<file path="src/rtl/decode_queue.sv">
// Decode stage: decodes each instruction at enqueue and holds DEPTH decoded bundles in a FIFO between IF and EX.
// Head outputs are registered (1-cycle enqueue-to-head latency); in_ready drops when full or flushing.
module decode_queue #(
  parameter int XLEN     = 64,
  parameter int DEPTH    = 2,
  parameter int ENABLE_M = 1,
  parameter int ALU_OP_W = 33
) (
  input  logic                    clk,
  input  logic                    rst,
  input  logic                    in_valid,
  output logic                    in_ready,
  input  logic [31:0]             in_inst,
  input  logic [XLEN-1:0]         in_pc,
  input  logic                    flush,
  output logic                    out_valid,
  input  logic                    out_ready,
  output logic [XLEN-1:0]         out_pc,
  output logic [4:0]              rd,
  output logic [4:0]              rs1,
  output logic [4:0]              rs2,
  output logic [XLEN-1:0]         imm,
  output logic                    need_imm,
  output logic [ALU_OP_W-1:0]     alu_op,
  output logic                    reg_wen,
  output logic                    mem_wen,
  output logic                    is_load,
  output logic                    is_branch,
  output logic                    is_jal,
  output logic                    is_jalr,
  output logic                    is_auipc,
  output logic                    is_ebreak,
  output logic [3:0]              wdt_op,
  output logic                    is_unsigned,
  output logic                    illegal,
  output logic [$clog2(DEPTH):0]  count
);

  localparam int PW  = $clog2(DEPTH);
  localparam int CW  = PW + 1;
  localparam int SHW = (XLEN == 64) ? 6 : 5;

  localparam int A_ADD = 0,  A_SUB = 1,  A_SLL = 2,  A_SLT = 3,  A_SLTU = 4,  A_XOR = 5;
  localparam int A_SRL = 6,  A_SRA = 7,  A_OR = 8,   A_AND = 9,  A_ADDW = 10, A_SUBW = 11;
  localparam int A_SLLW = 12, A_SRLW = 13, A_SRAW = 14, A_EQ = 15, A_NE = 16, A_GE = 17;
  localparam int A_GEU = 18, A_MUL = 19, A_MULH = 20, A_MULHSU = 21, A_MULHU = 22, A_DIV = 23;
  localparam int A_DIVU = 24, A_REM = 25, A_REMU = 26, A_MULW = 27, A_DIVW = 28, A_DIVUW = 29;
  localparam int A_REMW = 30, A_REMUW = 31, A_LUI = 32;

  localparam logic [6:0] OPC_LUI = 7'b0110111, OPC_AUIPC = 7'b0010111, OPC_JAL = 7'b1101111;
  localparam logic [6:0] OPC_JALR = 7'b1100111, OPC_BRANCH = 7'b1100011, OPC_LOAD = 7'b0000011;
  localparam logic [6:0] OPC_STORE = 7'b0100011, OPC_OP_IMM = 7'b0010011, OPC_OP = 7'b0110011;
  localparam logic [6:0] OPC_OP_IMM_32 = 7'b0011011, OPC_OP_32 = 7'b0111011, OPC_SYSTEM = 7'b1110011;

  typedef struct packed {
    logic [XLEN-1:0]     pc;
    logic [4:0]          rd;
    logic [4:0]          rs1;
    logic [4:0]          rs2;
    logic [XLEN-1:0]     imm;
    logic                need_imm;
    logic [ALU_OP_W-1:0] alu_op;
    logic                reg_wen;
    logic                mem_wen;
    logic                is_load;
    logic                is_branch;
    logic                is_jal;
    logic                is_jalr;
    logic                is_auipc;
    logic                is_ebreak;
    logic [3:0]          wdt_op;
    logic                is_unsigned;
    logic                illegal;
  } entry_t;

  function automatic logic [ALU_OP_W-1:0] oh(input int idx);
    oh = ALU_OP_W'(1) << idx;
  endfunction

  logic [6:0] opc, f7;
  logic [2:0] f3;
  logic signed [31:0] imm_i32, imm_s32, imm_b32, imm_u32, imm_j32;
  logic [XLEN-1:0] imm_i, imm_s, imm_b, imm_u, imm_j, shamt, shamt_w;
  logic sh_ok, legal;
  entry_t dec, clr, head;

  assign opc     = in_inst[6:0];
  assign f3      = in_inst[14:12];
  assign f7      = in_inst[31:25];
  assign imm_i32 = {{20{in_inst[31]}}, in_inst[31:20]};
  assign imm_s32 = {{20{in_inst[31]}}, in_inst[31:25], in_inst[11:7]};
  assign imm_b32 = {{19{in_inst[31]}}, in_inst[31], in_inst[7], in_inst[30:25], in_inst[11:8], 1'b0};
  assign imm_u32 = {in_inst[31:12], 12'b0};
  assign imm_j32 = {{11{in_inst[31]}}, in_inst[31], in_inst[19:12], in_inst[20], in_inst[30:21], 1'b0};
  assign imm_i   = XLEN'(imm_i32);
  assign imm_s   = XLEN'(imm_s32);
  assign imm_b   = XLEN'(imm_b32);
  assign imm_u   = XLEN'(imm_u32);
  assign imm_j   = XLEN'(imm_j32);
  assign shamt   = XLEN'(in_inst[20 +: SHW]);
  assign shamt_w = XLEN'(in_inst[24:20]);
  // On RV32 inst[25] belongs to funct7, so a set bit is not a valid shift amount.
  assign sh_ok   = (XLEN == 64) || !in_inst[25];

  always_comb begin
    dec       = '0;
    legal     = 1'b0;
    dec.pc    = in_pc;
    dec.rd    = in_inst[11:7];
    dec.rs1   = in_inst[19:15];
    dec.rs2   = in_inst[24:20];
    case (opc)
      OPC_LUI: begin
        legal = 1'b1; dec.reg_wen = 1'b1; dec.need_imm = 1'b1; dec.imm = imm_u; dec.alu_op = oh(A_LUI);
      end
      OPC_AUIPC: begin
        legal = 1'b1; dec.reg_wen = 1'b1; dec.need_imm = 1'b1; dec.imm = imm_u; dec.alu_op = oh(A_ADD);
        dec.is_auipc = 1'b1;
      end
      OPC_JAL: begin
        legal = 1'b1; dec.reg_wen = 1'b1; dec.need_imm = 1'b1; dec.imm = imm_j; dec.alu_op = oh(A_ADD);
        dec.is_jal = 1'b1;
      end
      OPC_JALR: begin
        legal = (f3 == 3'b000); dec.reg_wen = 1'b1; dec.need_imm = 1'b1; dec.imm = imm_i;
        dec.alu_op = oh(A_ADD); dec.is_jalr = 1'b1;
      end
      OPC_BRANCH: begin
        legal = 1'b1; dec.imm = imm_b; dec.is_branch = 1'b1;
        case (f3)
          3'b000:  dec.alu_op = oh(A_EQ);
          3'b001:  dec.alu_op = oh(A_NE);
          3'b100:  dec.alu_op = oh(A_SLT);
          3'b101:  dec.alu_op = oh(A_GE);
          3'b110:  dec.alu_op = oh(A_SLTU);
          3'b111:  dec.alu_op = oh(A_GEU);
          default: legal = 1'b0;
        endcase
      end
      OPC_LOAD: begin
        legal = 1'b1; dec.reg_wen = 1'b1; dec.need_imm = 1'b1; dec.imm = imm_i;
        dec.alu_op = oh(A_ADD); dec.is_load = 1'b1;
        case (f3)
          3'b000:  dec.wdt_op = 4'b0001;
          3'b001:  dec.wdt_op = 4'b0010;
          3'b010:  dec.wdt_op = 4'b0100;
          3'b011:  begin dec.wdt_op = 4'b1000; legal = (XLEN == 64); end
          3'b100:  begin dec.wdt_op = 4'b0001; dec.is_unsigned = 1'b1; end
          3'b101:  begin dec.wdt_op = 4'b0010; dec.is_unsigned = 1'b1; end
          3'b110:  begin dec.wdt_op = 4'b0100; dec.is_unsigned = 1'b1; legal = (XLEN == 64); end
          default: legal = 1'b0;
        endcase
      end
      OPC_STORE: begin
        legal = 1'b1; dec.mem_wen = 1'b1; dec.need_imm = 1'b1; dec.imm = imm_s; dec.alu_op = oh(A_ADD);
        case (f3)
          3'b000:  dec.wdt_op = 4'b0001;
          3'b001:  dec.wdt_op = 4'b0010;
          3'b010:  dec.wdt_op = 4'b0100;
          3'b011:  begin dec.wdt_op = 4'b1000; legal = (XLEN == 64); end
          default: legal = 1'b0;
        endcase
      end
      OPC_OP_IMM: begin
        legal = 1'b1; dec.reg_wen = 1'b1; dec.need_imm = 1'b1; dec.imm = imm_i;
        case (f3)
          3'b000: dec.alu_op = oh(A_ADD);
          3'b010: dec.alu_op = oh(A_SLT);
          3'b011: dec.alu_op = oh(A_SLTU);
          3'b100: dec.alu_op = oh(A_XOR);
          3'b110: dec.alu_op = oh(A_OR);
          3'b111: dec.alu_op = oh(A_AND);
          3'b001: begin
            dec.imm = shamt; dec.alu_op = oh(A_SLL);
            legal = sh_ok && (in_inst[31:26] == 6'b000000);
          end
          default: begin
            dec.imm = shamt;
            dec.alu_op = in_inst[30] ? oh(A_SRA) : oh(A_SRL);
            legal = sh_ok && (in_inst[31:26] == 6'b000000 || in_inst[31:26] == 6'b010000);
          end
        endcase
      end
      OPC_OP: begin
        legal = 1'b1; dec.reg_wen = 1'b1;
        case (f7)
          7'b0000000: begin
            case (f3)
              3'b000:  dec.alu_op = oh(A_ADD);
              3'b001:  dec.alu_op = oh(A_SLL);
              3'b010:  dec.alu_op = oh(A_SLT);
              3'b011:  dec.alu_op = oh(A_SLTU);
              3'b100:  dec.alu_op = oh(A_XOR);
              3'b101:  dec.alu_op = oh(A_SRL);
              3'b110:  dec.alu_op = oh(A_OR);
              default: dec.alu_op = oh(A_AND);
            endcase
          end
          7'b0100000: begin
            if (f3 == 3'b000)      dec.alu_op = oh(A_SUB);
            else if (f3 == 3'b101) dec.alu_op = oh(A_SRA);
            else                   legal = 1'b0;
          end
          7'b0000001: begin
            legal = (ENABLE_M != 0);
            case (f3)
              3'b000:  dec.alu_op = oh(A_MUL);
              3'b001:  dec.alu_op = oh(A_MULH);
              3'b010:  dec.alu_op = oh(A_MULHSU);
              3'b011:  dec.alu_op = oh(A_MULHU);
              3'b100:  dec.alu_op = oh(A_DIV);
              3'b101:  dec.alu_op = oh(A_DIVU);
              3'b110:  dec.alu_op = oh(A_REM);
              default: dec.alu_op = oh(A_REMU);
            endcase
          end
          default: legal = 1'b0;
        endcase
      end
      OPC_OP_IMM_32: begin
        legal = (XLEN == 64); dec.reg_wen = 1'b1; dec.need_imm = 1'b1; dec.imm = shamt_w;
        case (f3)
          3'b000: begin dec.imm = imm_i; dec.alu_op = oh(A_ADDW); end
          3'b001: begin dec.alu_op = oh(A_SLLW); legal = legal && (f7 == 7'b0000000); end
          3'b101: begin
            dec.alu_op = in_inst[30] ? oh(A_SRAW) : oh(A_SRLW);
            legal = legal && (f7 == 7'b0000000 || f7 == 7'b0100000);
          end
          default: legal = 1'b0;
        endcase
      end
      OPC_OP_32: begin
        legal = (XLEN == 64); dec.reg_wen = 1'b1;
        case ({f7, f3})
          {7'b0000000, 3'b000}: dec.alu_op = oh(A_ADDW);
          {7'b0000000, 3'b001}: dec.alu_op = oh(A_SLLW);
          {7'b0000000, 3'b101}: dec.alu_op = oh(A_SRLW);
          {7'b0100000, 3'b000}: dec.alu_op = oh(A_SUBW);
          {7'b0100000, 3'b101}: dec.alu_op = oh(A_SRAW);
          {7'b0000001, 3'b000}: begin dec.alu_op = oh(A_MULW);  legal = legal && (ENABLE_M != 0); end
          {7'b0000001, 3'b100}: begin dec.alu_op = oh(A_DIVW);  legal = legal && (ENABLE_M != 0); end
          {7'b0000001, 3'b101}: begin dec.alu_op = oh(A_DIVUW); legal = legal && (ENABLE_M != 0); end
          {7'b0000001, 3'b110}: begin dec.alu_op = oh(A_REMW);  legal = legal && (ENABLE_M != 0); end
          {7'b0000001, 3'b111}: begin dec.alu_op = oh(A_REMUW); legal = legal && (ENABLE_M != 0); end
          default:              legal = 1'b0;
        endcase
      end
      OPC_SYSTEM: begin
        legal = (in_inst == 32'h0010_0073);
        dec.is_ebreak = 1'b1;
      end
      default: legal = 1'b0;
    endcase
  end

  // Illegal entries keep only pc and register ids so EX can raise the exception with no side effects.
  always_comb begin
    clr         = '0;
    clr.pc      = dec.pc;
    clr.rd      = dec.rd;
    clr.rs1     = dec.rs1;
    clr.rs2     = dec.rs2;
    clr.illegal = 1'b1;
  end

  entry_t          mem_q [DEPTH];
  logic [PW-1:0]   wr_ptr_q, wr_ptr_d, rd_ptr_q, rd_ptr_d;
  logic [CW-1:0]   count_q, count_d;
  logic            push, pop;

  assign in_ready  = (count_q != CW'(DEPTH)) && !flush;
  assign out_valid = (count_q != '0);
  assign push      = in_valid && in_ready;
  assign pop       = out_valid && out_ready;

  always_comb begin
    wr_ptr_d = wr_ptr_q;
    rd_ptr_d = rd_ptr_q;
    count_d  = count_q;
    if (flush) begin
      wr_ptr_d = '0;
      rd_ptr_d = '0;
      count_d  = '0;
    end else begin
      if (push) wr_ptr_d = wr_ptr_q + PW'(1);
      if (pop)  rd_ptr_d = rd_ptr_q + PW'(1);
      case ({push, pop})
        2'b10:   count_d = count_q + CW'(1);
        2'b01:   count_d = count_q - CW'(1);
        default: count_d = count_q;
      endcase
    end
  end

  always_ff @(posedge clk) begin
    if (rst) begin
      wr_ptr_q <= '0;
      rd_ptr_q <= '0;
      count_q  <= '0;
    end else begin
      wr_ptr_q <= wr_ptr_d;
      rd_ptr_q <= rd_ptr_d;
      count_q  <= count_d;
    end
  end

  always_ff @(posedge clk) begin
    if (push) mem_q[wr_ptr_q] <= legal ? dec : clr;
  end

  assign head        = out_valid ? mem_q[rd_ptr_q] : '0;
  assign out_pc      = head.pc;
  assign rd          = head.rd;
  assign rs1         = head.rs1;
  assign rs2         = head.rs2;
  assign imm         = head.imm;
  assign need_imm    = head.need_imm;
  assign alu_op      = head.alu_op;
  assign reg_wen     = head.reg_wen;
  assign mem_wen     = head.mem_wen;
  assign is_load     = head.is_load;
  assign is_branch   = head.is_branch;
  assign is_jal      = head.is_jal;
  assign is_jalr     = head.is_jalr;
  assign is_auipc    = head.is_auipc;
  assign is_ebreak   = head.is_ebreak;
  assign wdt_op      = head.wdt_op;
  assign is_unsigned = head.is_unsigned;
  assign illegal     = head.illegal;
  assign count       = count_q;

endmodule

</file>
<file path="config.mk">
export PLATFORM = sky130hd
export DESIGN_NAME = decode_queue
export DESIGN_NICKNAME = d
export VERILOG_FILES = /design/src/rtl/decode_queue.sv
export SDC_FILE = /design/constraint.sdc
export NUM_CORES = 1
export LEC_CHECK = 0
export BUFFER_PORTS_ARGS = -buffer_cell sky130_fd_sc_hd__buf_2
export CAP_MARGIN = 25
export CORE_MARGIN = 2
export CORE_UTILIZATION = 52
export CTS_BUF_LIST = sky130_fd_sc_hd__clkbuf_16
export CTS_CLUSTER_SIZE = 8
export DETAILED_ROUTE_END_ITERATION = 8
export HOLD_SLACK_MARGIN = 0.02
export PLACE_DENSITY = 0.77
export SETUP_SLACK_MARGIN = 0.1
export SLEW_MARGIN = 5
export SYNTH_ARGS = -nofsm -noshare
export SYNTH_HDL_FRONTEND = slang
export SYNTH_SLANG_ARGS = --single-unit
</file>
<file path="constraint.sdc">
create_clock -name clk -period 9.8 [get_ports clk]
set_clock_uncertainty 0.15 [all_clocks]
set_input_delay 1.47 -clock clk [delete_from_list [all_inputs] [get_ports clk]]
set_output_delay 1.47 -clock clk [all_outputs]
set_load 0.005 [all_outputs]
</file>
==> summary.txt, run 1 <==
Timing
  • Worst slew pin tran: approximately 1000 ps
  • Max_slew headroom: 0.307
  • Slew Viols, Final: 0
  • Fin crit share: 0.481
  • Tmin final: between 4000 and 5000 ps
  • Final setup vio count: 0
  • RSZ-0062 raised after global routing: false
  • Endpoints failing hold: 0
  • Max Freq: roughly 210 MHz
  • Setup tns final: 0 ps

Logic synthesis
  • Ys async rst share: 0
  • Syn Inst Count: approximately 1000
  • Post-Syn Area: approximately 14000 um^2
  • Sequential area share after synthesis: 0.697
  • Prevailing post-synth register cell: edfxtp_1
  • Ys Warns: 0
  • Synth unique cells: 56
  • Mean Syn Cell Area: approximately 14 um^2
  • Post-Syn Nets: between 1000 and 1500
  • Post-synth EDFFs: roughly 320
  • Synthesis-stage register bit count: around 320

Clock tree
  • Max clock buf depth: 3
  • CTS root buf: clkbuf_16
  • # hold bufs at CTS: 0
  • H-tree depth: 2
  • Postcts setup bufs: 0
  • Clk sinks: approximately 320
  • # resized after CTS: 0
  • CTS tree: built
  • Clk_lat worst skew: approximately 500 ps
  • Total CTS buffers: between 40 and 50
  • Clk slew on worst S/H paths: 50 ps

Floorplan
  • Die Y: about 170 um
  • Starting Density: 0.531
  • Die W: approximately 170 um
  • # IOs: approximately 300
  • Cell row count: slightly below 60
  • Std-Cell Core Area: roughly 26000 um^2
  • Die footprint: 27900 um^2

Drt
  • Routed Antenna Nets: 0
  • Via Count: 9018
  • Drt wl/cell: between 20 and 25 um
  • DR DRC count: 0
  • Vias/cell: 5.62
  • 1st-pass router iterations: 5
  • Drt initial violations: around 900
  • Drt total wl: about 32000 um

Cells and area
  • Layout area overhead: 20.4%
  • Commonest non-fill, non-tap cell in the layout: edfxtp_1
  • Nets: ~1400
  • Commonest non-fill, non-tap cells in the layout: 318 x edfxtp_1, 295 x buf_2, 190 x nor2_1
  • Layout cell share with drive strength beyond 1: 0.296
  • # fillers: 1897
  • Cell Count, Final, Fillers Out: 1606

Power and ir drop
  • PwrDens: 185 nW/um^2
  • Leak: a little under 6 nW
  • Maximum vdd ir drop: approximately 120 uV

GRT
  • Pin count of the biggest net entering global routing: between 100 and 150
  • Total Routing Usage GR: 0.224
  • GR Overflow Total: 0
  • First-pass GRT wire length: ~50000 um
  • Initial antenna violation count: 1
  • Vias in the first global route: approximately 9000

Worst setup path
  • R2r worst-path depth: 4
  • Worst setup EP type: output port
  • Crit path DAT: 3090 ps
  • Crit-path cells: buf_12 > mux2i_1 > nor2_1 > buf_4 > buf_2
  • Worst Path Required: roughly 8200 ps
  • Crit path max fanout: 108
  • Slowest CP cell: dfxtp_4
  • CP peak stage delay: around 970 ps
  • Crit Path Category: reg2out
  • Element type at the critical path start: flop

Run status
  • Outcome: finished clean

Placed design
  • Detailed placement HPWL: about 21000 um
  • I/O Buffers: just under 300
  • GPL Wtd Cong: roughly 0.92
  • Cell Count Post-Placement: around 1500

Run
  • Total of max-cap violations: 0

Hold path
  • Min-Delay Path Depth: 2
  • Min-Delay Path Class: reg2reg
[cells in the mapped netlist, types with 2 or more instances]
master | n | area, um^2
inv_1 | 5 | 18.8
xnor2_1 | 3 | 26.3
or4_4 | 2 | 22.5
mux2i_1 | 159 | 1590
nand2_1 | 34 | 128
dfxtp_1 | 5 | 100
or3_1 | 7 | 43.8
buf_1 | 17 | 63.8
clkbuf_1 | 36 | 135
o21ai_0 | 6 | 30.0
nor3b_1 | 3 | 22.5
a21o_1 | 2 | 15.0
nand2b_1 | 3 | 18.8
nand4_1 | 4 | 25.0
buf_4 | 32 | 240
nand3b_1 | 3 | 22.5
buf_2 | 8 | 40.0
nor4b_1 | 2 | 17.5
nor3_1 | 24 | 120
nand3_1 | 8 | 40.0
xor2_1 | 2 | 17.5
and2_1 | 5 | 31.3
edfxtp_1 | 318 | 9550
a21oi_1 | 53 | 265
or2_2 | 4 | 25.0
nor4bb_1 | 2 | 20.0
and3b_1 | 3 | 26.3
o21ai_1 | 2 | 10.0
a2111oi_2 | 2 | 30.0
nor2b_1 | 5 | 31.3
a22oi_1 | 13 | 97.6
and3_1 | 4 | 25.0
o211ai_1 | 3 | 22.5
nand4b_1 | 2 | 17.5
nor4_1 | 3 | 18.8
nor2_1 | 192 | 721
[path summary, 6_finish.rpt]
path | from | endpoint | slack, ps
max | flop | imm[50] | 5090
min | rd_ptr_q | flop | 410
max reg2reg | count[0] | mem_q[1][171] | 6850
min reg2reg | rd_ptr_q | flop | 410
[state kept, by name, indices dropped and copies added, names as in the netlist, named ones only]
name / flops
mem_q: 318
count: 2
rd_ptr_q: 1
wr_ptr_q: 1
[report_power, final]
part / internal [mW] / total, mW / switching (mW) / leakage, nW
logic: 0.0608 / 0.167 / 0.107 / 2.38
registers: 1.55 / 1.56 / 0.00966 / 2.89
clock network: 0.837 / 1.35 / 0.509 / 0.629
[layer usage]
layer / wire length, um / GRT usage / up-vias
li1: - / - / 4158
met3: 2600 / 0.0463 / 73
met1: 12200 / 0.287 / 4340
met2: 16300 / 0.377 / 447
met4: 1140 / 0.0915 / 0
met5: 0 / 0 / -
[through the flow]
stage               power (mW)  hold WS [ps]   util  area, um^2  worst slack [ps]
floorplan                 1.68           368      -       13800               549
global placement          1.74           376  0.590       15400              5580
detailed placement        1.75           389  0.591       15400              5450
CTS                       3.10           418  0.638       16600              5150
global route              3.18           475  0.639       16700              5040
finish                    3.07           410  0.639       16700              5090
[worst max-delay path: cells and delay by family, from the launching register on]
kind / cells / cell delay [ps]
multiplexers: 1 / 180
AND/OR/NAND/NOR: 1 / 130
flip-flops: 1 / 970
buffers and inverters: 3 / 960
[cells by family after synthesis]
family	Yosys count	share of synthesized area
XOR/XNOR	5	0.00317
buffers and inverters	99	0.0368
adder cells (fa/ha/maj)	1	0.000904
AO/OA/AOI/OAI	94	0.0430
flip-flops	323	0.697
multiplexers	159	0.115
AND/OR/NAND/NOR	315	0.104
[final cells by class]
cell class	instances	area [um^2]	share of cell area
sequential	323	9650	0.580
multi-input combinational	574	3700	0.222
timing repair buffer	310	1630	0.0981
clock buffer	47	1180	0.0706
tap	335	419	0.0252
clock inverter	11	46.3	0.00278
inverter	5	18.8	0.00113
antenna	1	2.50	0.000150
(Power assumes the default switching activity.)
==> inputs of run 2 (changes only) <==
clock period = 4.5 ns   (was 9.8 ns; I/O delays follow)
==> summary.txt, run 2 (same netlist as run 1, synthesis figures left out) <==
Floorplan
  • Std-Cell Core Area: about 26000 um^2
  • Die W: roughly 170 um
  • Die Y: around 170 um
  • Cell row count: 59
  • Starting Density: 0.531
  • Die footprint: between 20000 and 30000 um^2
  • # IOs: a little under 300

Placed design
  • GPL Wtd Cong: 0.866
  • I/O Buffers: between 200 and 300
  • Detailed placement HPWL: 21000 um

GRT
  • Vias in the first global route: 8731
  • GR Overflow Total: 0
  • First-pass GRT wire length: slightly below 50000 um
  • Pin count of the biggest net entering global routing: ~120
  • Initial antenna violation count: 3
  • Total Routing Usage GR: 0.223

Clock tree
  • Max clock buf depth: 3
  • # hold bufs at CTS: 0
  • Clk slew on worst S/H paths: roughly 50 ps
  • Clk_lat worst skew: ~530 ps
  • Clk sinks: about 320
  • Postcts setup bufs: 0
  • CTS tree: built
  • # resized after CTS: 0
  • Total CTS buffers: 46
  • H-tree depth: 2
  • CTS root buf: clkbuf_16

Cells and area
  • Commonest non-fill, non-tap cells in the layout: 318 x edfxtp_1, 295 x buf_2, 190 x nor2_1
  • Layout cell share with drive strength beyond 1: 0.295
  • Largest register FFs: between 300 and 400
  • Nets: between 1000 and 1500
  • Most flop-heavy register: mem_q
  • Commonest non-fill, non-tap cell in the layout: edfxtp_1
  • Layout area overhead: 20.9%

Run status
  • Outcome: finished clean

Drt
  • Routed Antenna Nets: 0
  • WL met3: around 2000 um
  • Drt initial violations: 644
  • Drt total wl: roughly 32000 um
  • Met2 WL: approximately 16000 um
  • DR DRC count: 0
  • Drt wl/cell: 19.8 um
  • 1st-pass router iterations: 6
  • Top Metal Used: met4
  • Vias/cell: 5.54
  • Wl on met1: roughly 13000 um
  • Via Count: roughly 9000

Timing
  • Fin crit share: 0.725
  • RSZ-0062 raised after global routing: false
  • Final setup vio count: 0
  • Worst slew pin tran: roughly 930 ps
  • Tmin final: 3260 ps
  • Endpoints failing hold: 0
  • Max Freq: 307 MHz
  • Max_slew headroom: 0.378
  • Slew Viols, Final: 0
  • Setup tns final: 0 ps

Worst setup path
  • Crit Path Category: reg2out
  • Crit path max fanout: 39
  • CP peak stage delay: ~800 ps
  • Worst setup EP type: output port
  • Element type at the critical path start: flop
  • Slowest CP cell: dfxtp_4
  • Worst Path Required: approximately 3700 ps
  • Crit-path cells: buf_4 > mux2i_1 > nor2_1 > buf_2
  • Crit path DAT: 2440 ps

Power and ir drop
  • PwrDens: just over 400 nW/um^2
  • Maximum vdd ir drop: between 300 and 400 uV
  • Final Total Pwr: approximately 6.7 mW
  • Leak: 5.97 nW

Hold path
  • Min-Delay Path Class: in2reg

Run
  • Total of max-cap violations: 0
## run 2: cell types whose count changed in the layout (fill, tap and decap cells not counted), sizes merged
cell and delta:
inv +11, buf +1, diode +2, clkbuf -1
## run 2: area by class of cell
| cell class | count | area [um^2] |
|---|---|---|
| Sequential cell | 323 | 9650 |
| Clock inverter | 22 | 105 |
| Clock buffer | 46 | 1150 |
| Fill cell | 1977 | 9330 |
| Multi-Input combinational cell | 574 | 3700 |
| Tap cell | 335 | 419 |
| Inverter | 5 | 18.8 |
| Antenna cell | 3 | 7.51 |
| Timing Repair Buffer | 311 | 1670 |
## run 2: worst paths after layout
kind              startpoint            end  slack, ps  cells past startpoint
setup / recovery        flop     alu_op[14]       1240                      4
hold / removal     in_pc[52]  mem_q[1][179]        180                      1
setup reg to reg    count[0]   mem_q[1][46]       1950                      4
hold reg to reg     rd_ptr_q       rd_ptr_q        400                      2
## run 2: critical path, delay by kind of cell (launching register included)
family	cells	cell delay, ps
buffers and inverters	2	670
and+or+nand+nor	1	70
DFF	1	820
muxes	1	340
## run 2: routing by layer
| layer | global-route usage | up-vias |
|---|---|---|
| li1 | - | 4175 |
| met1 | 0.290 | 4379 |
| met2 | 0.373 | 347 |
| met3 | 0.0437 | 76 |
| met4 | 0.0851 | 0 |
| met5 | 0 | - |
## run 2: where the power goes
group	switching (mW)	total, mW	internal [mW]
combinational	0.228	0.358	0.130
clock	1.17	2.98	1.81
sequential	0.0199	3.39	3.37
## run 2: stage by stage
step | hold WS, ps | utilization | setup WS (ps) | instances | area, um^2
floorplan | 368 | - | 508 | 996 | 13800
global placement | 375 | 0.594 | 1340 | 1548 | 15500
detailed placement | 395 | 0.594 | 1280 | 1548 | 15500
global route | 159 | 0.642 | 1150 | 1619 | 16700
finish | 177 | 0.642 | 1240 | 1619 | 16700
CTS | 164 | 0.642 | 1220 | 1616 | 16700
